File: src/rtl/instruction_fetcher_if.sv
// Fetch-side bus bundle: dispatcher handshake plus the word-read memory port.
// The fetcher is the master; the dispatcher/memory environment is the slave.
interface instruction_fetcher_if;
    logic        dispatch_req;
    logic        ins_valid;
    logic [31:0] ins_out;
    logic [31:0] pc_out;
    logic        pred_jump_out;
    logic [31:0] pred_pc_out;
    logic        mem_req;
    logic [31:0] mem_addr;
    logic        mem_done;
    logic [31:0] mem_data;

    modport master (
        input  dispatch_req, mem_done, mem_data,
        output ins_valid, ins_out, pc_out, pred_jump_out, pred_pc_out,
        output mem_req, mem_addr
    );

    modport slave (
        output dispatch_req, mem_done, mem_data,
        input  ins_valid, ins_out, pc_out, pred_jump_out, pred_pc_out,
        input  mem_req, mem_addr
    );
endinterface

File: src/rtl/instruction_fetcher.sv
// Instruction fetcher: direct-mapped one-word I-cache, miss handling against a
// word-read memory port, and static/BHT-based next-PC prediction.
module instruction_fetcher #(
    parameter int          ICACHE_LINES = 64,
    parameter int          BHT_ENTRIES  = 256,
    parameter logic [31:0] RESET_PC     = 32'h0
) (
    input  logic                         clk,
    input  logic                         rst,
    input  logic                         rdy,
    instruction_fetcher_if.master        bus,
    input  logic                         mispredict,
    input  logic [31:0]                  redirect_pc,
    input  logic                         bp_update_en,
    input  logic [31:0]                  bp_update_pc,
    input  logic                         bp_update_taken
);
    localparam int IDX_W = $clog2(ICACHE_LINES);
    localparam int TAG_W = 30 - IDX_W;
    localparam int BHT_W = $clog2(BHT_ENTRIES);

    localparam logic [1:0] IDLE        = 2'd0;
    localparam logic [1:0] MEM_WAIT    = 2'd1;
    localparam logic [1:0] MEM_DISCARD = 2'd2;

    logic [1:0]              state;
    logic [31:0]             pc;
    logic [ICACHE_LINES-1:0] line_valid;
    logic [TAG_W-1:0]        line_tag  [ICACHE_LINES];
    logic [31:0]             line_data [ICACHE_LINES];
    logic [1:0]              bht       [BHT_ENTRIES];

    logic [IDX_W-1:0] fetch_idx;
    logic [TAG_W-1:0] fetch_tag;
    logic [IDX_W-1:0] fill_idx;
    logic             hit;
    logic             fill_en;
    logic [31:0]      word;
    logic [31:0]      j_imm;
    logic [31:0]      b_imm;
    logic [BHT_W-1:0] bht_rd_idx;
    logic [BHT_W-1:0] bht_wr_idx;
    logic [1:0]       bht_cur;
    logic [1:0]       bht_next;
    logic             pred_jump;
    logic [31:0]      pred_pc;
    logic             unused_bits;

    assign fetch_idx  = pc[IDX_W+1:2];
    assign fetch_tag  = pc[31:IDX_W+2];
    assign fill_idx   = bus.mem_addr[IDX_W+1:2];
    assign hit        = line_valid[fetch_idx] && (line_tag[fetch_idx] == fetch_tag);
    assign word       = line_data[fetch_idx];
    assign bht_rd_idx = pc[BHT_W+1:2];
    assign bht_wr_idx = bp_update_pc[BHT_W+1:2];
    assign bht_cur    = bht[bht_wr_idx];

    // A returning word is only accepted while a request is outstanding.
    assign fill_en = !rst && rdy && (state != IDLE) && bus.mem_done;

    assign j_imm = {{11{word[31]}}, word[31], word[19:12], word[20], word[30:21], 1'b0};
    assign b_imm = {{19{word[31]}}, word[31], word[7], word[30:25], word[11:8], 1'b0};

    // Address bits that never select a line, tag or counter.
    assign unused_bits = ^{pc[1:0], bus.mem_addr[1:0], bp_update_pc[31:BHT_W+2], bp_update_pc[1:0]};

    // Predecode the cached word into a taken flag and next PC.
    always_comb begin
        // NOTE: every output gets a default before the case so no latch is inferred.
        pred_jump = 1'b0;
        pred_pc   = pc + 32'd4;
        case (word[6:0])
            7'b1101111: begin
                pred_jump = 1'b1;
                pred_pc   = pc + j_imm;
            end
            7'b1100011: begin
                pred_jump = bht[bht_rd_idx][1];
                if (bht[bht_rd_idx][1]) pred_pc = pc + b_imm;
            end
            default: ;
        endcase
    end

    // Saturating 2-bit counter step for the resolved branch.
    always_comb begin
        bht_next = bht_cur;
        if (bp_update_taken && bht_cur != 2'b11)
            bht_next = bht_cur + 2'd1;
        else if (!bp_update_taken && bht_cur != 2'b00)
            bht_next = bht_cur - 2'd1;
    end

    // Line payload write on fill.
    // NOTE: data and tag arrays have no reset; the reset-cleared valid bit gates every use.
    always_ff @(posedge clk) begin
        if (fill_en) begin
            line_data[fill_idx] <= bus.mem_data;
            line_tag[fill_idx]  <= bus.mem_addr[31:IDX_W+2];
        end
    end

    // Fetch control: FSM, PC, delivery registers, valid bits and BHT.
    // NOTE: sequential state uses non-blocking (<=) so all registers update from pre-edge values.
    always_ff @(posedge clk) begin
        if (rst) begin
            state             <= IDLE;
            pc                <= RESET_PC;
            bus.ins_valid     <= 1'b0;
            bus.ins_out       <= 32'h0;
            bus.pc_out        <= 32'h0;
            bus.pred_jump_out <= 1'b0;
            bus.pred_pc_out   <= 32'h0;
            bus.mem_req       <= 1'b0;
            bus.mem_addr      <= 32'h0;
            line_valid        <= '0;
            for (int i = 0; i < BHT_ENTRIES; i++) bht[i] <= 2'b01;
        end else if (!rdy) begin
            bus.ins_valid <= 1'b0;
        end else begin
            bus.ins_valid <= 1'b0;
            if (bp_update_en) bht[bht_wr_idx] <= bht_next;
            if (fill_en) begin
                line_valid[fill_idx] <= 1'b1;
                bus.mem_req          <= 1'b0;
                state                <= IDLE;
            end
            if (mispredict) begin
                pc <= redirect_pc;
                if (state == MEM_WAIT && !bus.mem_done) state <= MEM_DISCARD;
            end else if (state == IDLE && bus.dispatch_req && !bus.ins_valid) begin
                if (hit) begin
                    bus.ins_valid     <= 1'b1;
                    bus.ins_out       <= word;
                    bus.pc_out        <= pc;
                    bus.pred_jump_out <= pred_jump;
                    bus.pred_pc_out   <= pred_pc;
                    pc                <= pred_pc;
                end else begin
                    bus.mem_req  <= 1'b1;
                    bus.mem_addr <= pc;
                    state        <= MEM_WAIT;
                end
            end
        end
    end
endmodule

File: src/flat_wrapper.sv
// flat-port wrapper written by rule: the top's interface ports become plain ports
module instruction_fetcher_flat 
#(
    parameter int          ICACHE_LINES = 64,
    parameter int          BHT_ENTRIES  = 256,
    parameter logic [31:0] RESET_PC     = 32'h0
)
  (clk, rst, rdy, mispredict, redirect_pc, bp_update_en, bp_update_pc, bp_update_taken, bus_dispatch_req, bus_mem_done, bus_mem_data, bus_ins_valid, bus_ins_out, bus_pc_out, bus_pred_jump_out, bus_pred_pc_out, bus_mem_req, bus_mem_addr);
  instruction_fetcher_if bus_i ();
  input  logic clk;
  input  logic rst;
  input  logic rdy;
  input  logic mispredict;
  input  logic [31:0] redirect_pc;
  input  logic bp_update_en;
  input  logic [31:0] bp_update_pc;
  input  logic bp_update_taken;
  input wire logic [$bits(bus_i.dispatch_req)-1:0] bus_dispatch_req;
  input wire logic [$bits(bus_i.mem_done)-1:0] bus_mem_done;
  input wire logic [$bits(bus_i.mem_data)-1:0] bus_mem_data;
  output wire logic [$bits(bus_i.ins_valid)-1:0] bus_ins_valid;
  output wire logic [$bits(bus_i.ins_out)-1:0] bus_ins_out;
  output wire logic [$bits(bus_i.pc_out)-1:0] bus_pc_out;
  output wire logic [$bits(bus_i.pred_jump_out)-1:0] bus_pred_jump_out;
  output wire logic [$bits(bus_i.pred_pc_out)-1:0] bus_pred_pc_out;
  output wire logic [$bits(bus_i.mem_req)-1:0] bus_mem_req;
  output wire logic [$bits(bus_i.mem_addr)-1:0] bus_mem_addr;
  assign bus_i.dispatch_req = bus_dispatch_req;
  assign bus_i.mem_done = bus_mem_done;
  assign bus_i.mem_data = bus_mem_data;
  assign bus_ins_valid = bus_i.ins_valid;
  assign bus_ins_out = bus_i.ins_out;
  assign bus_pc_out = bus_i.pc_out;
  assign bus_pred_jump_out = bus_i.pred_jump_out;
  assign bus_pred_pc_out = bus_i.pred_pc_out;
  assign bus_mem_req = bus_i.mem_req;
  assign bus_mem_addr = bus_i.mem_addr;
  instruction_fetcher #(.ICACHE_LINES(ICACHE_LINES), .BHT_ENTRIES(BHT_ENTRIES), .RESET_PC(RESET_PC)) u_core (.clk(clk), .rst(rst), .rdy(rdy), .bus(bus_i), .mispredict(mispredict), .redirect_pc(redirect_pc), .bp_update_en(bp_update_en), .bp_update_pc(bp_update_pc), .bp_update_taken(bp_update_taken));
endmodule
File: config.mk
export PLATFORM = sky130hd
export DESIGN_NAME = instruction_fetcher_flat
export DESIGN_NICKNAME = d
export VERILOG_FILES = /design/src/rtl/instruction_fetcher_if.sv /design/src/rtl/instruction_fetcher.sv /design/src/flat_wrapper.sv
export SDC_FILE = /design/constraint.sdc
export NUM_CORES = 2
export LEC_CHECK = 0
export ABC_CLOCK_PERIOD_IN_PS = 8490
export BUFFER_PORTS_ARGS = -buffer_cell sky130_fd_sc_hd__buf_4
export CAP_MARGIN = 30
export CORE_MARGIN = 2
export CORE_UTILIZATION = 30
export CTS_BUF_LIST = sky130_fd_sc_hd__clkbuf_16
export CTS_CLUSTER_DIAMETER = 40
export DETAILED_ROUTE_END_ITERATION = 12
export GPL_TIMING_DRIVEN = 0
export MAX_ROUTING_LAYER = met4
export PLACE_DENSITY_LB_ADDON = 0.2
export SKIP_LAST_GASP = 1
export SLEW_MARGIN = 20
export SYNTH_ARGS = -nofsm -noshare
export SYNTH_HDL_FRONTEND = slang
export SYNTH_SLANG_ARGS = --single-unit
File: constraint.sdc
create_clock -name clk -period 8.49 [get_ports clk]
set_input_delay 0.4245 -clock clk [delete_from_list [all_inputs] [get_ports clk]]
set_output_delay 0.4245 -clock clk [all_outputs]
set_load 0.05 [all_outputs]
* Word level (Yosys, flattened, before mapping)
Memory sizes are Yosys's and may differ from the RTL's. A register that Yosys moved wholly into a read port is not among the register bits.
Index checks and enable logic that the tools add are counted.
** Storage, ports and cells
- Register bits after elaboration :: 229
- Bits in writable memories :: 4096
- Input port bits :: 104
- Output and inout port bits :: 131
- Memories kept :: 3
** Memories
- u_core.line_data :: depth 64, bits a word 32, rd ports 1, clocked after Yosys merged registers in 1, wr ports 1, RTL line instruction_fetcher.sv:30 : logic [31:0] line_data [ICACHE_LINES];
- u_core.line_tag :: depth 64, bits a word 24, rd ports 1, clocked after Yosys merged registers in 1, wr ports 1, RTL line instruction_fetcher.sv:29 : logic [TAG_W-1:0] line_tag [ICACHE_LINES];
- u_core.bht :: depth 256, bits a word 2, rd ports 2, clocked after Yosys merged registers in 1, wr ports 256, RTL line instruction_fetcher.sv:31 : logic [1:0] bht [BHT_ENTRIES];
** Operators by class
- Add/subtract/negate cells :: 5
- Order comparisons :: 3
- Equality and inequality tests :: 5
- Mux-type cells :: 39
- Bitwise logic cells :: 5
- Reduce and logical (&&, ||, !) cells :: 25
** Operator list (count)
- two-way mux 32 bit :: 4
- adder 32 bit :: 2
- OR 64 bit :: 1
- one-hot mux 32 bit (2 select lines) :: 1
- adder 32 x 3 -> 32 bit, second input constant :: 1
- equality test 24 bit :: 1
- two-way mux 6 bit :: 4
- two-way mux 8 bit :: 3
- two-way mux 1 bit :: 16
- two-way mux 2 bit :: 8
- equality test 7 bit, second input constant :: 2
- < comparator 6 x 7 -> 1 bit, second input constant :: 2
- logical AND 1 bit :: 10
- AND reduction 4 bit :: 2
- nonzero test 2 bit :: 4
- binary-select mux 1 bit (select 6 bit) :: 1
- demux 1 bit (select 6 bit) :: 1
- >= comparator 6 x 1 -> 1 bit, second input constant :: 1
- zero test 1 bit :: 4
- inverter 1 bit :: 4
- OR reduction 4 bit :: 1
- AND reduction 3 bit :: 1
- adder 2 x 1 -> 2 bit, second input constant :: 1
- equality test 2 x 1 -> 1 bit, second input constant :: 1
- other kinds (6) :: 6

* Logic depth before layout (Yosys ltp)
- Word-level depth :: 8
- Mapped depth :: 27
- Gate-level depth less buffers :: 19

* Least setup slack after synthesis
No wires, ideal clock.
- Path kind :: reg2reg
- Start point :: register (tool-made name)
- End point :: register u_core.pc[26]
- Setup time :: 101 ps
- Data arrival time :: 6382 ps
- Required time :: 8389 ps
- Setup slack :: 2007 ps
- Stages on the path, launching flop included :: 26
- Clock period less this slack :: 6483 ps
- Cell sequence :: dfxtp_1 buf_6 buf_6 buf_4 buf_6 buf_4 buf_6 buf_4 buf_2 buf_2 mux4_2 mux4_2 mux4_2 ha_1 clkbuf_1 o21ai_0 nor2_1 a21oi_1 o311ai_0 nand2_1 a211o_1 and4_1 or4_1 o221ai_1 nor2_1 o41ai_1
** RTL lines
- end signal: assignment :: RTL line instruction_fetcher.sv:129 : pc <= redirect_pc;
- end signal: assignment :: RTL line instruction_fetcher.sv:138 : pc <= pred_pc;
- end: declaration :: RTL line instruction_fetcher.sv:27 : logic [31:0] pc;

==> run_summary.xml <==
<?xml version="1.0" encoding="UTF-8"?>
<metrics>
  <group name="clock_tree">
    <metric name="worst_skew_pair.late_latency" unit="ns">1.10</metric>
    <metric name="cts.reportedPaths.clkPinSlew" unit="ns">0.05</metric>
    <metric name="cts.htree.levels" unit="">6</metric>
    <metric name="cts.sinks" unit="">4332</metric>
    <metric name="cts_inserted_buffers" unit="">577</metric>
    <metric name="number_of_buffers_on_the_longest_clock_path" unit="">4</metric>
    <metric name="ctsRootBufferMaster" unit="">sky130_fd_sc_hd__clkbuf_16</metric>
    <metric name="cts_tree" unit="">built</metric>
  </group>
  <group name="setup_path">
    <metric name="worstSetupPathType" unit="">register to register</metric>
    <metric name="crit_family" unit="">buffers and inverters</metric>
    <metric name="worst_setup_path_end_kind" unit="">register</metric>
    <metric name="worst-r2r-cell-count" unit="">16</metric>
    <metric name="worst_ep_required_time" unit="ns">9.48</metric>
    <metric name="timing.reg2reg.setup_slack" unit="ns">-0.03</metric>
    <metric name="critical_path.slowest_cell" unit="">sky130_fd_sc_hd__and3b_1</metric>
    <metric name="timing.critical_path.cells" unit="">buf_4 &gt; buf_2 &gt; buf_4 &gt; clkbuf_2 &gt; and3b_1 &gt; a32o_1 &gt; a221oi_2 &gt; nand3_1 &gt; mux2i_1 &gt; o221ai_1 &gt; nor4b_2 &gt; nand4_1 &gt; o21a_1 &gt; buf_6 &gt; o41ai_1 &gt; dlygate4sd3_1</metric>
    <metric name="critPathBufInv" unit="">6</metric>
    <metric name="timing.critical_path.slowest_cell_delay" unit="ns">0.87</metric>
    <metric name="critical_path.most_common_cell" unit="">sky130_fd_sc_hd__buf_4</metric>
    <metric name="timing.critical_path.fanout_max" unit="">10</metric>
    <metric name="worstSetupStartpointType" unit="">register</metric>
    <metric name="critical_path_arrival" unit="ns">9.51</metric>
    <metric name="end_of_the_worst_register_to_register_path" unit="">u_core.pc[2]$_SDFFE_PP0P_</metric>
  </group>
  <group name="global_route">
    <metric name="grt_first_pass_wirelength" unit="um">1030000</metric>
    <metric name="antenna_violations_before_repair" unit="">67</metric>
    <metric name="number_of_global_route_vias_before_repair" unit="">106000</metric>
    <metric name="grt_overflow_total" unit="">0</metric>
    <metric name="grt_max_degree" unit="">67</metric>
    <metric name="globalRouteTotalUtil" unit="">0.264</metric>
  </group>
  <group name="logic_synthesis">
    <metric name="synthDistinctLibCells" unit="">93</metric>
    <metric name="net_count_after_synthesis" unit="">9501</metric>
    <metric name="post-synth-top-area-fraction" unit="">0.693</metric>
    <metric name="synth_top_area_cell" unit="">sky130_fd_sc_hd__edfxtp_1</metric>
    <metric name="ys_seq_elements" unit="">4332</metric>
    <metric name="seq_area_frac_synth" unit="">0.719</metric>
    <metric name="syn-mean-instance-area" unit="um2">19.0</metric>
    <metric name="syn-cell-area" unit="um2">178000</metric>
    <metric name="ffs_w_async_s_r_synth" unit="">0</metric>
    <metric name="synth_top_cells_by_area" unit="">sky130_fd_sc_hd__edfxtp_1, sky130_fd_sc_hd__mux4_2, sky130_fd_sc_hd__dfxtp_1</metric>
    <metric name="synth.yosys.warnings" unit="">0</metric>
    <metric name="postSynthCellCount" unit="">9348</metric>
    <metric name="commonest_register_cell_after_synthesis" unit="">sky130_fd_sc_hd__edfxtp_1</metric>
    <metric name="number_of_enable_type_register_cells_in_the_synthesized_netlist" unit="">4096</metric>
  </group>
  <group name="sta">
    <metric name="final-hold-violation-count" unit="">0</metric>
    <metric name="timing.final.ws_setup" unit="ns">-0.0282</metric>
    <metric name="final-setup-viol-count" unit="">2</metric>
    <metric name="worst_clock_skew" unit="ns">0.0460</metric>
    <metric name="fmax" unit="MHz">117</metric>
    <metric name="setup_tns" unit="ns">-0.0484</metric>
    <metric name="timing.final.crit_period" unit="ns">8.52</metric>
    <metric name="worstMarginPinSlew" unit="ns">1.20</metric>
    <metric name="timing.final.max_slew_violations" unit="">0</metric>
    <metric name="maxSlewHeadroom" unit="">0.197</metric>
    <metric name="final_min_period_over_clock_period" unit="">1.00</metric>
  </group>
  <group name="worst_hold_path">
    <metric name="holdCritStartpoint" unit="">bp_update_taken</metric>
    <metric name="timing.hold.worst.class" unit="">primary input to register</metric>
    <metric name="min_delay_path_depth" unit="">4</metric>
    <metric name="min_delay_worst_endpoint" unit="">u_core.bht[1][1]$_SDFFCE_PN0P_</metric>
  </group>
  <group name="routing">
    <metric name="vias" unit="">111000</metric>
    <metric name="drt_pass_1_iters" unit="">10</metric>
    <metric name="postRouteWirelength" unit="um">793000</metric>
    <metric name="vias_per_cell" unit="">5.83</metric>
    <metric name="drcViolationCount" unit="">0</metric>
    <metric name="drtAntennaViolNets" unit="">0</metric>
    <metric name="drt_iter0_markers" unit="">18600</metric>
    <metric name="route.detailed.wl_per_inst" unit="um">41.8</metric>
  </group>
  <group name="place">
    <metric name="post-dp-hpwl" unit="um">575000</metric>
    <metric name="placed_cells" unit="">17800</metric>
    <metric name="port-buffer-count" unit="">203</metric>
    <metric name="place_congestion" unit="">0.938</metric>
    <metric name="post_dp_cell_area" unit="um2">200000</metric>
  </group>
  <group name="outcome">
    <metric name="failed_checks" unit="">setup timing</metric>
    <metric name="status" unit="">complete, but fails checks</metric>
  </group>
  <group name="power_and_ir_drop">
    <metric name="leakagePower" unit="uW">0.0714</metric>
    <metric name="power_per_cell_area" unit="nW/um2">234</metric>
    <metric name="power.ir.vdd_worst" unit="uV">215</metric>
  </group>
  <group name="die">
    <metric name="top_level_ports" unit="">235</metric>
    <metric name="design.die.area" unit="um2">598000</metric>
    <metric name="die-height" unit="um">773</metric>
    <metric name="die_width" unit="um">773</metric>
    <metric name="initial_core_util" unit="">0.301</metric>
    <metric name="design.core.area" unit="um2">590000</metric>
    <metric name="placement_rows" unit="">282</metric>
  </group>
  <group name="finish">
    <metric name="layout.cells.most_common" unit="">sky130_fd_sc_hd__edfxtp_1</metric>
    <metric name="finish.net_count" unit="">10800</metric>
    <metric name="drive_above_1_share" unit="">0.303</metric>
    <metric name="final_area" unit="um2">220000</metric>
    <metric name="layout_common_cells" unit="">sky130_fd_sc_hd__edfxtp_1, sky130_fd_sc_hd__mux4_2, sky130_fd_sc_hd__clkbuf_16</metric>
    <metric name="non_filler_instance_count_after_layout" unit="">19000</metric>
    <metric name="area_growth_syn_to_layout" unit="%">23.9</metric>
  </group>
  <group name="run">
    <metric name="timing.max_cap.violations" unit="">0</metric>
  </group>
</metrics>
[report_power, final]
group,switching (uW),internal (uW),total (uW)
clock,9920,14200,24100
combinational,2730,1270,4000
sequential,72.5,23300,23400
total,12700,38700,51500
[synthesized netlist by cell type, types with 12 or more instances]
library cell	n
sky130_fd_sc_hd__edfxtp_1	4096
sky130_fd_sc_hd__mux4_2	1126
sky130_fd_sc_hd__nor2_1	482
sky130_fd_sc_hd__mux2i_1	449
sky130_fd_sc_hd__clkbuf_1	414
sky130_fd_sc_hd__nand3_1	362
sky130_fd_sc_hd__nor3_1	300
sky130_fd_sc_hd__a21o_1	278
sky130_fd_sc_hd__dfxtp_1	236
sky130_fd_sc_hd__nand2_1	198
sky130_fd_sc_hd__a22oi_1	170
sky130_fd_sc_hd__buf_2	154
sky130_fd_sc_hd__a21oi_1	82
sky130_fd_sc_hd__xnor2_1	65
sky130_fd_sc_hd__o21ai_0	57
sky130_fd_sc_hd__buf_4	49
sky130_fd_sc_hd__o22ai_1	48
sky130_fd_sc_hd__buf_6	47
sky130_fd_sc_hd__ha_1	47
sky130_fd_sc_hd__inv_1	43
sky130_fd_sc_hd__nand4_1	36
sky130_fd_sc_hd__nor2b_1	36
sky130_fd_sc_hd__xor2_1	36
sky130_fd_sc_hd__mux2_2	34
sky130_fd_sc_hd__buf_1	33
sky130_fd_sc_hd__and3_1	31
sky130_fd_sc_hd__nand3b_1	31
sky130_fd_sc_hd__a221oi_1	29
sky130_fd_sc_hd__nand2b_1	28
sky130_fd_sc_hd__a31oi_1	24
sky130_fd_sc_hd__a22o_1	21
sky130_fd_sc_hd__o211ai_1	20
sky130_fd_sc_hd__and2_1	19
sky130_fd_sc_hd__a211oi_1	15
sky130_fd_sc_hd__a32oi_1	14
sky130_fd_sc_hd__nor4_1	14
sky130_fd_sc_hd__o41ai_1	12
[kinds of logic (layout without fill, tap and decap cells)]
kind of cell | after synthesis | count (layout) | synth area share
flip-flops | 4332 | 4332 | 0.719
multiplexers | 1611 | 1611 | 0.170
AND/OR/NAND/NOR | 1594 | 1594 | 0.0426
other | 0 | 32 | 0
buffers and inverters | 758 | 2559 | 0.0211
XOR/XNOR | 101 | 101 | 0.00498
AO/OA/AOI/OAI | 903 | 903 | 0.0378
adder cells (fa/ha/maj) | 49 | 49 | 0.00354
[flip-flops by register name (all words and copies together) (netlist names), named ones only]
signal	flops
u_core.bus.pc_out	31
u_core.bht	512
u_core.bus.ins_out	32
u_core.state	2
u_core.line_tag	1536
u_core.bus.pred_pc_out	32
u_core.line_valid	64
u_core.bus.ins_valid	1
u_core.line_data	2048
u_core.pc	32
u_core.bus.pred_jump_out	1
u_core.bus.mem_addr	32
u_core.bus.mem_req	1
[area by class of cell]
| cell class | instances | area, um2 |
|---|---|---|
| fillers | 53800 | 370000 |
| flip-flops and latches | 4332 | 128000 |
| multi-input cells | 4258 | 46800 |
| clock buffers | 597 | 14900 |
| repair buffers | 758 | 12300 |
| well taps | 7810 | 9770 |
| plain buffers | 696 | 4050 |
| clock inverters | 460 | 4010 |
| inverters | 47 | 180 |
| diodes | 32 | 80.1 |
| repair inverters | 1 | 5.00 |
[worst max path at each step]
stage | endpoint | cells after the start
finish | u_core.pc[2]$_SDFFE_PP0P_ | 16
global route | u_core.pc[26]$_SDFFE_PP0P_ | 22
CTS | u_core.pc[26]$_SDFFE_PP0P_ | 26
detailed placement | u_core.pc[26]$_SDFFE_PP0P_ | 28
global placement | u_core.pc[23]$_SDFFE_PP0P_ | 23
floorplan | u_core.pc[26]$_SDFFE_PP0P_ | 25
[worst min-delay path, delay by kind of cell]
| kind | cells | cell delay, ns |
|---|---|---|
| buffers and inverters | 2 | 0.39 |
| AO/OA/AOI/OAI | 1 | 0.11 |
| AND/OR/NAND/NOR | 1 | 0.16 |
[metal layers]
layer	wire length, um	vias to the layer above	GRT usage
met5	0	-	-
met4	39000	0	0.108
met3	87000	1585	0.0677
met2	350000	7633	0.389
met1	318000	60100	0.350
li1	-	41300	-
[per-stage QoR]
step / setup slack [ns] / hold slack (ns) / total power (uW) / utilization
detailed placement: -2.45 / 0.458 / 27700 / 0.338
CTS: -0.00880 / 0.0584 / 51600 / 0.372
finish: -0.0282 / 0.143 / 51500 / 0.373
global route: -0.000441 / 0.139 / 52500 / 0.373
global placement: -4.95 / 0.444 / 27600 / 0.320
floorplan: 2.01 / 0.435 / 25800 / -
[what timing repair did]
item                                    in CTS  in global routing
hold buffers                                75                  0
gates cloned                                 1                  0
endpoints found under the hold margin     2104                  0
pin swaps                                    2                  0
setup buffers                                7                  0
gates resized for setup                    104                 46
endpoints found under the setup margin      65                 23
Note: power is estimated with default switching activity, not from simulation.
